### config.mk
export PLATFORM = sky130hd
export DESIGN_NAME = dcache_wb_dm
export DESIGN_NICKNAME = d
export VERILOG_FILES = /design/src/rtl/dcache_wb_dm_pkg.sv /design/src/rtl/dcache_wb_dm_line_array.sv /design/src/rtl/dcache_wb_dm.sv
export SDC_FILE = /design/constraint.sdc
export NUM_CORES = 1
export LEC_CHECK = 0
export BUFFER_PORTS_ARGS = -buffer_cell sky130_fd_sc_hd__buf_2
export CAP_MARGIN = 30
export CORE_MARGIN = 2
export CORE_UTILIZATION = 55
export CTS_CLUSTER_SIZE = 8
export DETAILED_ROUTE_END_ITERATION = 10
export PLACE_DENSITY_LB_ADDON = 0.2
export SLEW_MARGIN = 20
export SYNTH_ARGS = -nofsm -noshare
export SYNTH_HDL_FRONTEND = slang
export SYNTH_HIERARCHICAL = 1
export SYNTH_SLANG_ARGS = --single-unit
export TNS_END_PERCENT = 5
### constraint.sdc
create_clock -name clk -period 6 [get_ports clk]
set_input_delay 1.2 -clock clk [delete_from_list [all_inputs] [get_ports clk]]
set_output_delay 1.2 -clock clk [all_outputs]
set_load 0.02 [all_outputs]
### src/rtl/dcache_wb_dm_pkg.sv
// Shared types and geometry for the direct-mapped write-back data cache.
package dcache_wb_dm_pkg;

    localparam int WORD_W     = 32;
    localparam int BLOCK_W    = 128;
    localparam int OFF_W      = 2;   // word offset within a 4-word block
    localparam int ADDR_W     = 30;  // word address from the core
    localparam int BADDR_W    = 28;  // block address towards memory
    localparam int NUM_BLOCKS = 8;
    localparam int IDX_W      = 3;
    localparam int TAG_W      = BADDR_W - IDX_W;

    typedef enum logic [1:0] {
        ST_IDLE      = 2'd0,
        ST_WRITEBACK = 2'd1,
        ST_ALLOCATE  = 2'd2
    } state_e;

    // Update requested of the line array at the next rising edge.
    typedef enum logic [1:0] {
        WR_NONE = 2'd0,
        WR_WORD = 2'd1,  // store one word, mark line dirty
        WR_FILL = 2'd2   // load whole block from memory, mark line clean
    } wr_mode_e;

    // Pick one 32-bit word out of a block; word 0 lives in the low bits.
    function automatic logic [WORD_W-1:0] word_sel(input logic [BLOCK_W-1:0] blk,
                                                   input logic [OFF_W-1:0]   off);
        return blk[off*WORD_W +: WORD_W];
    endfunction

endpackage

### src/rtl/dcache_wb_dm_line_array.sv
// Data, tag, valid and dirty storage for the cache lines: one combinational
// read port and one synchronous write port sharing the same index.
module dcache_line_array
    import dcache_wb_dm_pkg::*;
#(
    parameter int NUM_BLOCKS = 8,
    parameter int IDX_W      = 3,
    parameter int TAG_W      = 25
) (
    input  logic               clk,
    input  logic               rst_n,
    input  logic [IDX_W-1:0]   idx,
    input  wr_mode_e           wr_mode,
    input  logic [OFF_W-1:0]   wr_off,
    input  logic [WORD_W-1:0]  wr_word,
    input  logic [TAG_W-1:0]   fill_tag,
    input  logic [BLOCK_W-1:0] fill_block,
    output logic [BLOCK_W-1:0] rd_block,
    output logic [TAG_W-1:0]   rd_tag,
    output logic               rd_valid,
    output logic               rd_dirty
);

    logic [BLOCK_W-1:0]    data_q [NUM_BLOCKS];
    logic [TAG_W-1:0]      tag_q  [NUM_BLOCKS];
    logic [NUM_BLOCKS-1:0] valid_q, valid_d;
    logic [NUM_BLOCKS-1:0] dirty_q, dirty_d;

    // Next-state of the per-line status bits.
    always_comb begin
        // NOTE: every comb output gets a default first so no path leaves it unassigned (no latch).
        valid_d = valid_q;
        dirty_d = dirty_q;
        case (wr_mode)
            WR_WORD: dirty_d[idx] = 1'b1;
            WR_FILL: begin
                valid_d[idx] = 1'b1;
                dirty_d[idx] = 1'b0;
            end
            default: ;
        endcase
    end

    // Status bits: cleared asynchronously so the cache comes up empty.
    always_ff @(posedge clk or negedge rst_n) begin
        if (!rst_n) begin
            // NOTE: sequential state uses non-blocking assignments so all flops update together.
            valid_q <= '0;
            dirty_q <= '0;
        end else begin
            valid_q <= valid_d;
            dirty_q <= dirty_d;
        end
    end

    // Data and tag storage; contents are meaningless until valid is set.
    always_ff @(posedge clk) begin
        // NOTE: the arrays have no reset so they can map onto RAM; valid bits guard them.
        case (wr_mode)
            WR_WORD: data_q[idx][wr_off*WORD_W +: WORD_W] <= wr_word;
            WR_FILL: begin
                data_q[idx] <= fill_block;
                tag_q[idx]  <= fill_tag;
            end
            default: ;
        endcase
    end

    assign rd_block = data_q[idx];
    assign rd_tag   = tag_q[idx];
    assign rd_valid = valid_q[idx];
    assign rd_dirty = dirty_q[idx];

endmodule

### src/rtl/dcache_wb_dm.sv
// Direct-mapped, write-back, write-allocate data cache with 4-word blocks.
// Stalls the core on a miss, evicts dirty victims, then refills from memory.
module dcache_wb_dm
    import dcache_wb_dm_pkg::*;
#(
    parameter int NUM_BLOCKS = 8,
    parameter int IDX_W      = 3,
    parameter int TAG_W      = 28 - IDX_W
) (
    input  logic               clk,
    input  logic               rst_n,
    input  logic               proc_read,
    input  logic               proc_write,
    input  logic [29:0]        proc_addr,
    input  logic [31:0]        proc_wdata,
    output logic               proc_stall,
    output logic [31:0]        proc_rdata,
    output logic               mem_read,
    output logic               mem_write,
    output logic [27:0]        mem_addr,
    output logic [127:0]       mem_wdata,
    input  logic [127:0]       mem_rdata,
    input  logic               mem_ready
);

    state_e               state_q, state_d;
    logic                 mem_read_q, mem_read_d;
    logic                 mem_write_q, mem_write_d;
    wr_mode_e             wr_mode;

    logic [IDX_W-1:0]     idx;
    logic [TAG_W-1:0]     tag;
    logic [OFF_W-1:0]     off;
    logic [BLOCK_W-1:0]   line_block;
    logic [TAG_W-1:0]     line_tag;
    logic                 line_valid;
    logic                 line_dirty;
    logic                 req;
    logic                 hit;

    assign off = proc_addr[1:0];
    assign idx = proc_addr[IDX_W+1:2];
    assign tag = proc_addr[29:IDX_W+2];
    assign req = proc_read | proc_write;
    assign hit = line_valid & (line_tag == tag);

    dcache_line_array #(
        .NUM_BLOCKS (NUM_BLOCKS),
        .IDX_W      (IDX_W),
        .TAG_W      (TAG_W)
    ) u_lines (
        .clk        (clk),
        .rst_n      (rst_n),
        .idx        (idx),
        .wr_mode    (wr_mode),
        .wr_off     (off),
        .wr_word    (proc_wdata),
        .fill_tag   (tag),
        .fill_block (mem_rdata),
        .rd_block   (line_block),
        .rd_tag     (line_tag),
        .rd_valid   (line_valid),
        .rd_dirty   (line_dirty)
    );

    // Miss FSM: next state, registered memory request strobes, array update.
    // Request strobes are registered so they always fall the cycle after
    // mem_ready; the cycle spent in ALLOCATE with mem_read_q low after a
    // writeback is the mandatory idle gap between the two transfers.
    always_comb begin
        state_d     = state_q;
        mem_read_d  = 1'b0;
        mem_write_d = 1'b0;
        wr_mode     = WR_NONE;
        case (state_q)
            ST_IDLE: begin
                if (req) begin
                    if (hit) begin
                        if (proc_write) wr_mode = WR_WORD;
                    end else if (line_valid && line_dirty) begin
                        state_d     = ST_WRITEBACK;
                        mem_write_d = 1'b1;
                    end else begin
                        state_d    = ST_ALLOCATE;
                        mem_read_d = 1'b1;
                    end
                end
            end
            ST_WRITEBACK: begin
                if (mem_ready) state_d     = ST_ALLOCATE;
                else           mem_write_d = 1'b1;
            end
            ST_ALLOCATE: begin
                if (mem_read_q && mem_ready) begin
                    wr_mode = WR_FILL;
                    state_d = ST_IDLE;
                end else begin
                    mem_read_d = 1'b1;
                end
            end
            default: state_d = ST_IDLE;
        endcase
    end

    // State and memory-request registers.
    always_ff @(posedge clk or negedge rst_n) begin
        if (!rst_n) begin
            state_q     <= ST_IDLE;
            mem_read_q  <= 1'b0;
            mem_write_q <= 1'b0;
        end else begin
            state_q     <= state_d;
            mem_read_q  <= mem_read_d;
            mem_write_q <= mem_write_d;
        end
    end

    // Memory address/data follow the state; zero while idle.
    always_comb begin
        mem_addr  = '0;
        mem_wdata = '0;
        case (state_q)
            ST_WRITEBACK: begin
                mem_addr  = {line_tag, idx};
                mem_wdata = line_block;
            end
            ST_ALLOCATE: mem_addr = proc_addr[29:2];
            default: ;
        endcase
    end

    assign mem_read   = mem_read_q;
    assign mem_write  = mem_write_q;
    assign proc_stall = (state_q != ST_IDLE) | (req & ~hit);
    // Gated by hit so the output is a clean zero while lines are invalid.
    assign proc_rdata = hit ? word_sel(line_block, off) : '0;

endmodule

==> metrics.json, run 1 <==
{
  "hold_violations": 0,
  "synth_enable_flop_cells": 1224,
  "critical_path_class": "input port to output port",
  "grt_pass1_vias": 27953,
  "post_route_cells_drive_above_1_share": 0.427,
  "area_growth_pct": 17.1,
  "cts_tree": "yes",
  "combinationalPowerShare": 0.148,
  "antenna_found_initial": 28,
  "power.sequential.fraction": 0.464,
  "ys.flop_type": "sky130_fd_sc_hd__edfxtp_1",
  "setup_violations": 0,
  "syn_area_sq_um": 51200,
  "postCtsSetupRepairBufs": 0,
  "run_status": "completed",
  "yosys-top-cells-area": "sky130_fd_sc_hd__edfxtp_1 (72%), sky130_fd_sc_hd__mux4_2 (15%), sky130_fd_sc_hd__mux2_2 (3.4%)",
  "min_period_over_period": 0.952,
  "critPathMaxFanout": 119,
  "place.port_buffers": 385,
  "synth_async_sr_flop_share": 0.0161,
  "place.detailed.hpwl_um": 94800,
  "setup-tns-final_ps": 0,
  "worstSetupEndpointType": "output port",
  "power_density_nw_per_um2": 369,
  "syn-mean-instance-area_sq_um": 21.3,
  "cts-htree-levels": 4,
  "synthDominantAreaCellType": "sky130_fd_sc_hd__edfxtp_1",
  "ctsResizeCount": 0,
  "start_util": 0.556,
  "filler_cell_count": 6021,
  "slew_headroom": 0.222,
  "startpoint_type_of_the_worst_setup_path": "input port",
  "gp_congestion": 0.830,
  "timing.max_cap.violations": 0,
  "synthCells": 2405,
  "static-leakage-power_nw": 20.5,
  "min_period_ps": 5710,
  "std_cell_rows": 111,
  "netlist.area_leader.share": 0.718,
  "fin_worst_hold_slack_ps": 405,
  "dp_slack_ps": 145,
  "path_clk_slew_ps": 50,
  "chipWidth_um": 309,
  "timing_max_transition_violations_final": 0,
  "cts_inserted_buffers": 173,
  "achievable-frequency_mhz": 175,
  "cts.sink_count": 1244,
  "ff_latch_area_sq_um": 37300,
  "detail-route-antenna-nets": 0,
  "power_frac_clock": 0.388,
  "clkLatencyLatePin_ps": 750,
  "yosys-top-cells-count": "sky130_fd_sc_hd__edfxtp_1 (1224), sky130_fd_sc_hd__mux4_2 (340), sky130_fd_sc_hd__mux2_2 (156)",
  "yosysWarnings": 6,
  "grt_first_pass_wirelength_um": 208000,
  "critical_path_arrival_ps": 4510,
  "track_usage": 0.315,
  "crit_required_ps": 4800,
  "io_pins": 386,
  "dieHeight_um": 309,
  "detail_route.wirelength_um": 149000,
  "hold_path_class": "input port to async pin",
  "drt-initial-drc-count": 3862,
  "pin_count_of_the_biggest_net_entering_global_routing": 123,
  "ys_seq_elements": 1244,
  "number_of_iterations_in_the_first_detailed_routing_pass": 5,
  "clockRootBuffer": "sky130_fd_sc_hd__clkbuf_16",
  "synth_cell_type_count": 45,
  "yosysMostFrequentCell": "sky130_fd_sc_hd__edfxtp_1",
  "route.detailed.drc": 0,
  "longest_clk_path_bufs": 3,
  "power.internal_w": 0.0165,
  "layout.nets": 3100,
  "total_power_w": 0.0221,
  "multiInputGateArea_sq_um": 13300,
  "tightestPinTransition_ps": 1170,
  "rsz0062_at_grt": "no",
  "yosysSeqAreaShare": 0.728,
  "synth_nets": 2610,
  "route.vias.total": 28056,
  "final_setup_slack_of_the_worst_path_ps": 288,
  "switching_share": 0.255,
  "routed_via_density": 6.71,
  "irDropWorstVdd_uv": 308,
  "p_switching_w": 0.00562,
  "finalClockSkew_ps": 37.2,
  "cts_hold_buf": 0,
  "dieArea_sq_um": 95500,
  "area_of_the_core_sq_um": 91900,
  "globalRouteOverflowTotal": 0,
  "routed_len_inst_um": 35.6
}
cell families after synthesis:
| group | after synthesis | share of synthesized area |
|---|---|---|
| AO/OA/AOI/OAI | 186 | 0.0297 |
| flip-flops | 1244 | 0.728 |
| multiplexers | 496 | 0.184 |
| XOR/XNOR | 25 | 0.00428 |
| buffers and inverters | 165 | 0.0180 |
| AND/OR/NAND/NOR | 279 | 0.0334 |
| adder cells (fa/ha/maj) | 10 | 0.00245 |
worst paths after layout:
path / cells after the start / slack [ps] / end / startpoint
max: 7 / 290 / proc_rdata[29] / proc_addr[2]
min: 1 / 400 / mem_write$_DFF_PN0_ / rst_n
max reg2reg: 12 / 1580 / u_lines/data_q[7][36]$_DFFE_PP_ / u_lines/tag_q[0][2]$_DFFE_PP_
min reg2reg: 1 / 480 / u_lines/valid_q[6]$_DFFE_PN0P_ / u_lines/valid_q[6]$_DFFE_PN0P_
max in group asynchronous: 1 / 5240 / async pin / rst_n
min in group clk: 1 / 480 / u_lines/valid_q[6]$_DFFE_PN0P_ / u_lines/valid_q[6]$_DFFE_PN0P_
critical path, cell delays in order:
cell and delay (ps):
sky130_fd_sc_hd__buf_8 470, sky130_fd_sc_hd__buf_12 620, sky130_fd_sc_hd__mux4_2 610, sky130_fd_sc_hd__mux2_2 350
sky130_fd_sc_hd__mux4_2 470, sky130_fd_sc_hd__and3_2 260, sky130_fd_sc_hd__buf_2 170
state kept, by name, indices dropped and copies added, names as in the netlist, named ones only:
signal / flops
u_lines/data_q: 1024
u_lines/tag_q: 200
u_lines/valid_q: 8
state_q: 2
mem_read: 1
mem_write: 1
through the flow:
stage | instance area (sq um) | utilization | cells
after detailed placement | 55200 | 0.600 | 3961
after CTS | 59800 | 0.651 | 4168
final | 59900 | 0.651 | 4183
after floorplan | 51200 | - | 2405
after global routing | 59900 | 0.651 | 4176
after global placement | 55100 | 0.599 | 3957
layout make-up:
type	count	share of cell area
well taps	1243	0.0260
clock inverters	11	0.00282
multi-input cells	996	0.222
inverters	9	0.000564
clock buffers	196	0.0748
flip-flops and latches	1244	0.622
diodes	13	0.000543
repair buffers	471	0.0510
layer usage:
metal,vias to the layer above,GRT usage,wire [um],part of all wire
li1,10984,-,-,-
met1,14744,0.432,54500,0.37
met2,1964,0.475,69000,0.46
met3,348,0.0920,18000,0.12
met4,16,0.138,7090,0.048
met5,-,0,102,0.00069
cells in the final DEF (no fill, tap or decap), drive strengths merged, types with 2 or more instances in the layout:
| cell type | synthesis | final |
|---|---|---|
| a22oi | 25 | 25 |
| o22ai | 2 | 2 |
| nand4 | 6 | 6 |
| and2 | 131 | 131 |
| nor4 | 4 | 4 |
| inv | 9 | 15 |
| dfrtp | 20 | 20 |
| or2 | 8 | 8 |
| clkinv | 0 | 5 |
| ha | 10 | 10 |
| mux2 | 156 | 156 |
| a21oi | 6 | 6 |
| nor3 | 3 | 3 |
| or3b | 4 | 4 |
| diode | 0 | 13 |
| and3 | 33 | 33 |
| nor2 | 43 | 43 |
| o31ai | 9 | 9 |
| edfxtp | 1224 | 1224 |
| a22o | 128 | 128 |
| nand3 | 3 | 3 |
| a21o | 2 | 2 |
| buf | 74 | 471 |
| o21ai | 10 | 10 |
| nor2b | 25 | 25 |
| xnor2 | 25 | 25 |
| nand3b | 3 | 3 |
| nand2b | 3 | 3 |
| mux4 | 340 | 340 |
| nand2 | 10 | 10 |
| clkbuf | 82 | 196 |
power by group through the flow:
stage,clock [W],combinational (W),sequential (W)
after global placement,0,0.00315,0.0104
final,0.00857,0.00326,0.0103
after CTS,0.00865,0.00325,0.0103
after detailed placement,0,0.00324,0.0104
after global routing,0.00901,0.00342,0.0103
after floorplan,0,0.00189,0.0104
Power figures use the tool's default switching activity.
==> inputs of run 2 (changes only) <==
--- a/config.mk
+++ b/config.mk
@@ -8,7 +8,8 @@
 export BUFFER_PORTS_ARGS = -buffer_cell sky130_fd_sc_hd__buf_2
 export CAP_MARGIN = 30
 export CORE_MARGIN = 2
-export CORE_UTILIZATION = 55
+export CORE_UTILIZATION = 54
+export CTS_CLUSTER_DIAMETER = 60
 export CTS_CLUSTER_SIZE = 8
 export DETAILED_ROUTE_END_ITERATION = 10
 export PLACE_DENSITY_LB_ADDON = 0.2
==> constraint.sdc (replaced) <==
create_clock -name clk -period 4.74 [get_ports clk]
set_input_delay 0.948 -clock clk [delete_from_list [all_inputs] [get_ports clk]]
set_output_delay 0.948 -clock clk [all_outputs]
set_load 0.02 [all_outputs]
==> metrics.json, run 2 (same netlist as run 1, synthesis figures left out) <==
{
  "ff_latch_area": {"value": 37300, "unit": "sq um", "change": "unchanged"},
  "setup_violations": {"value": 5, "change": "+5"},
  "final_setup_slack_of_the_worst_path": {"value": -37.3, "unit": "ps", "change": "-326 ps"},
  "placed_cells": {"value": 4203, "change": "+6.1%"},
  "clockRootBuffer": "sky130_fd_sc_hd__clkbuf_16",
  "grt_util_met2": {"value": 0.485, "change": "+0.00983"},
  "antenna_found_initial": {"value": 26, "change": "-7.1%"},
  "number_of_iterations_in_the_first_detailed_routing_pass": {"value": 6, "change": "+1"},
  "min_period_over_period": 1.01,
  "r2r-end": "u_lines/data_q[1][81]$_DFFE_PP_",
  "area_of_the_core": {"value": 93600, "unit": "sq um", "change": "+1.8%"},
  "filler_cell_count": {"value": 6025, "change": "+0.066%"},
  "route.vias.total": {"value": 29314, "change": "+4.5%"},
  "top_usage_layer": "met2",
  "track_usage": {"value": 0.323, "change": "+0.00805"},
  "reg_top3": "u_lines/data_q: 1024 flops, u_lines/tag_q: 200 flops, u_lines/valid_q: 8 flops",
  "longest_clk_path_bufs": {"value": 3, "change": "unchanged"},
  "dieHeight": {"value": 312, "unit": "um", "change": "+0.91%"},
  "finalClockSkew": {"value": 22.9, "unit": "ps", "change": "-14.2 ps"},
  "layout_commonest_cell": "sky130_fd_sc_hd__edfxtp_1",
  "routed_via_density": {"value": 6.62, "change": "-1.3%"},
  "number_of_cells_traversed_by_the_worst_register_to_register_path": {"value": 13, "change": "+1"},
  "detail_route.wirelength": {"value": 156000, "unit": "um", "change": "+5.0%"},
  "cts-htree-levels": {"value": 4, "change": "unchanged"},
  "multiInputGateArea": {"value": 13400, "unit": "sq um", "change": "+0.24%"},
  "drt-initial-drc-count": {"value": 4254, "change": "+10%"},
  "hold_path_class": "input port to async pin",
  "tightestPinTransition": {"value": 895, "unit": "ps", "change": "-272 ps"},
  "cts_hold_buf": {"value": 0, "change": "unchanged"},
  "io_pins": {"value": 386, "change": "unchanged"},
  "place.detailed.hpwl": {"value": 108000, "unit": "um", "change": "+14%"},
  "pin_count_of_the_biggest_net_entering_global_routing": {"value": 83, "change": "-33%"},
  "post_route_cells_drive_above_1_share": {"value": 0.470, "change": "+0.0426"},
  "rsz0062_at_grt": "yes",
  "layout.nets": {"value": 3331, "change": "+7.5%"},
  "achievable-frequency_mhz": 209,
  "slew_headroom": {"value": 0.403, "change": "+0.181"},
  "start_util": {"value": 0.547, "change": "-0.00992"},
  "irDropWorstVdd": {"value": 398, "unit": "uV", "change": "+29%"},
  "crit_required": {"value": 3790, "unit": "ps", "change": "-1010 ps"},
  "critical_path_class": "input port to output port",
  "area_growth_pct": 22.8,
  "critical_path_arrival": {"value": 3830, "unit": "ps", "change": "-680 ps"},
  "route.detailed.drc": {"value": 0, "change": "unchanged"},
  "power_density": {"value": 453, "unit": "nW/um^2", "change": "+23%"},
  "setup.worst_path.end": "proc_rdata[25]",
  "std_cell_rows": {"value": 112, "change": "+0.90%"},
  "critPathMaxFanout": {"value": 81, "change": "-32%"},
  "path_clk_slew": {"value": 50, "unit": "ps", "change": "about the same"},
  "largest_reg_flops": {"value": 1024, "change": "unchanged"},
  "clkLatencyLatePin": {"value": 770, "unit": "ps", "change": "+20 ps"},
  "max_flop_register": "u_lines/data_q",
  "worstSetupEndpointType": "output port",
  "routed_len_inst": {"value": 35.2, "unit": "um", "change": "-0.88%"},
  "cts.sink_count": {"value": 1244, "change": "unchanged"},
  "grt_util_met1": {"value": 0.457, "change": "+0.0249"},
  "post-route-util": {"value": 0.671, "change": "+0.0199"},
  "cts_inserted_buffers": {"value": 174, "change": "+0.58%"},
  "min_period_ps": 4780,
  "timing_max_transition_violations_final": {"value": 0, "change": "unchanged"},
  "run_status": "finished with violations",
  "mostFrequentLayoutCells": "sky130_fd_sc_hd__edfxtp_1 (1224), sky130_fd_sc_hd__buf_2 (382), sky130_fd_sc_hd__mux4_2 (340)",
  "gp_congestion": {"value": 0.873, "change": "+5.1%"},
  "dieArea": {"value": 97200, "unit": "sq um", "change": "+1.8%"},
  "globalRouteOverflowTotal": {"value": 0, "change": "unchanged"},
  "hold_violations": {"value": 0, "change": "unchanged"},
  "startpoint_type_of_the_worst_setup_path": "input port",
  "timing.critical_path.from": "proc_addr[4]",
  "detail-route-antenna-nets": {"value": 0, "change": "unchanged"},
  "chipWidth": {"value": 312, "unit": "um", "change": "+0.91%"},
  "startpoint_of_the_most_critical_register_to_register_path": "u_lines/tag_q[7][9]$_DFFE_PP_",
  "place.port_buffers": {"value": 385, "change": "unchanged"},
  "timing.max_cap.violations": {"value": 0, "change": "unchanged"},
  "cts_tree": "yes",
  "grt_pass1_vias": {"value": 29319, "change": "+4.9%"},
  "static-leakage-power": {"value": 22.0, "unit": "nW", "change": "+7.3%"},
  "postCtsSetupRepairBufs": {"value": 0, "change": "unchanged"},
  "violations_in_the_final_reports": "setup timing",
  "grt_first_pass_wirelength": {"value": 219000, "unit": "um", "change": "+5.6%"},
  "global_routing_usage_on_met3": {"value": 0.0888, "change": "-0.00323"},
  "reg2reg_slack": {"value": 610, "unit": "ps", "change": "-970 ps"},
  "layoutNonFillerInstCount": {"value": 4430, "change": "+5.9%"}
}
[run 2: cell types whose count changed in the layout (fill, tap and decap cells not counted), moves of 2 or more]
cell	before	now
sky130_fd_sc_hd__buf_12	30	113
sky130_fd_sc_hd__clkbuf_16	176	179
sky130_fd_sc_hd__inv_16	3	1
sky130_fd_sc_hd__buf_4	51	195
sky130_fd_sc_hd__a21oi_4	0	4
sky130_fd_sc_hd__buf_16	3	5
sky130_fd_sc_hd__inv_6	3	5
sky130_fd_sc_hd__a21oi_2	5	1
[run 2: through the flow]
step                      total power (W)  setup slack (ps)  area (sq um)  hold WS, ps  TNS, ps
after floorplan                    0.0156             -90.6         51500          434   -22780
after CTS                          0.0285              6.53         62800          126        0
final                              0.0285             -37.3         62800          144    -97.1
after global routing               0.0292             -22.6         62800          165    -75.4
after global placement             0.0175              -404         58000          446  -560450
after detailed placement           0.0176              -365         58000          450  -493060
[run 2: per-layer routing]
metal,routed length [um],vias to the layer above
met2,72300,2140
met5,113,-
met4,5620,18
met1,59000,15393
li1,-,11470
met3,19100,293
[run 2: layout make-up]
class,count,share of cell area
inverters,9,0.000538
clock inverters,15,0.00321
well taps,1254,0.0250
diodes,12,0.000478
flip-flops and latches,1244,0.593
clock buffers,199,0.0721
multi-input cells,996,0.212
repair buffers,701,0.0935
[run 2: repair_timing]
| action | CTS | global route |
|---|---|---|
| gates cloned | 0 | 1 |
| gates resized for setup | 8 | 6 |
| setup endpoints to repair | 33 | 33 |
| endpoints found under the hold margin | 0 | 0 |
| pin swaps | 0 | 0 |
[run 2: where the power goes]
part | leakage [nW] | total (W) | internal, W | switching, W
clock network | 2.31 | 0.0110 | 0.00669 | 0.00432
logic | 8.13 | 0.00447 | 0.00166 | 0.00281
registers | 11.6 | 0.0130 | 0.0129 | 0.000111
total | 22.0 | 0.0285 | 0.0212 | 0.00725
[run 2: how the worst min path moves through the flow]
| stage | slack (ps) | cells after the start | from | endpoint |
|---|---|---|---|---|
| floorplan | 430 | 1 | u_lines/valid_q[2]$_DFFE_PN0P_ | u_lines/valid_q[2]$_DFFE_PN0P_ |
| global route | 170 | 1 | rst_n | mem_write$_DFF_PN0_ |
| finish | 140 | 1 | rst_n | mem_write$_DFF_PN0_ |
| CTS | 130 | 1 | rst_n | mem_write$_DFF_PN0_ |
| global placement | 450 | 1 | u_lines/valid_q[1]$_DFFE_PN0P_ | u_lines/valid_q[1]$_DFFE_PN0P_ |
| detailed placement | 450 | 1 | u_lines/valid_q[6]$_DFFE_PN0P_ | u_lines/valid_q[6]$_DFFE_PN0P_ |
[run 2: worst max-delay path, cell delays in order]
cell                     delay, ps
sky130_fd_sc_hd__buf_8         310
sky130_fd_sc_hd__buf_16        430
sky130_fd_sc_hd__buf_12        340
sky130_fd_sc_hd__mux4_2        390
sky130_fd_sc_hd__mux2_2        340
sky130_fd_sc_hd__mux4_2        490
sky130_fd_sc_hd__and3_2        240
sky130_fd_sc_hd__buf_2         160
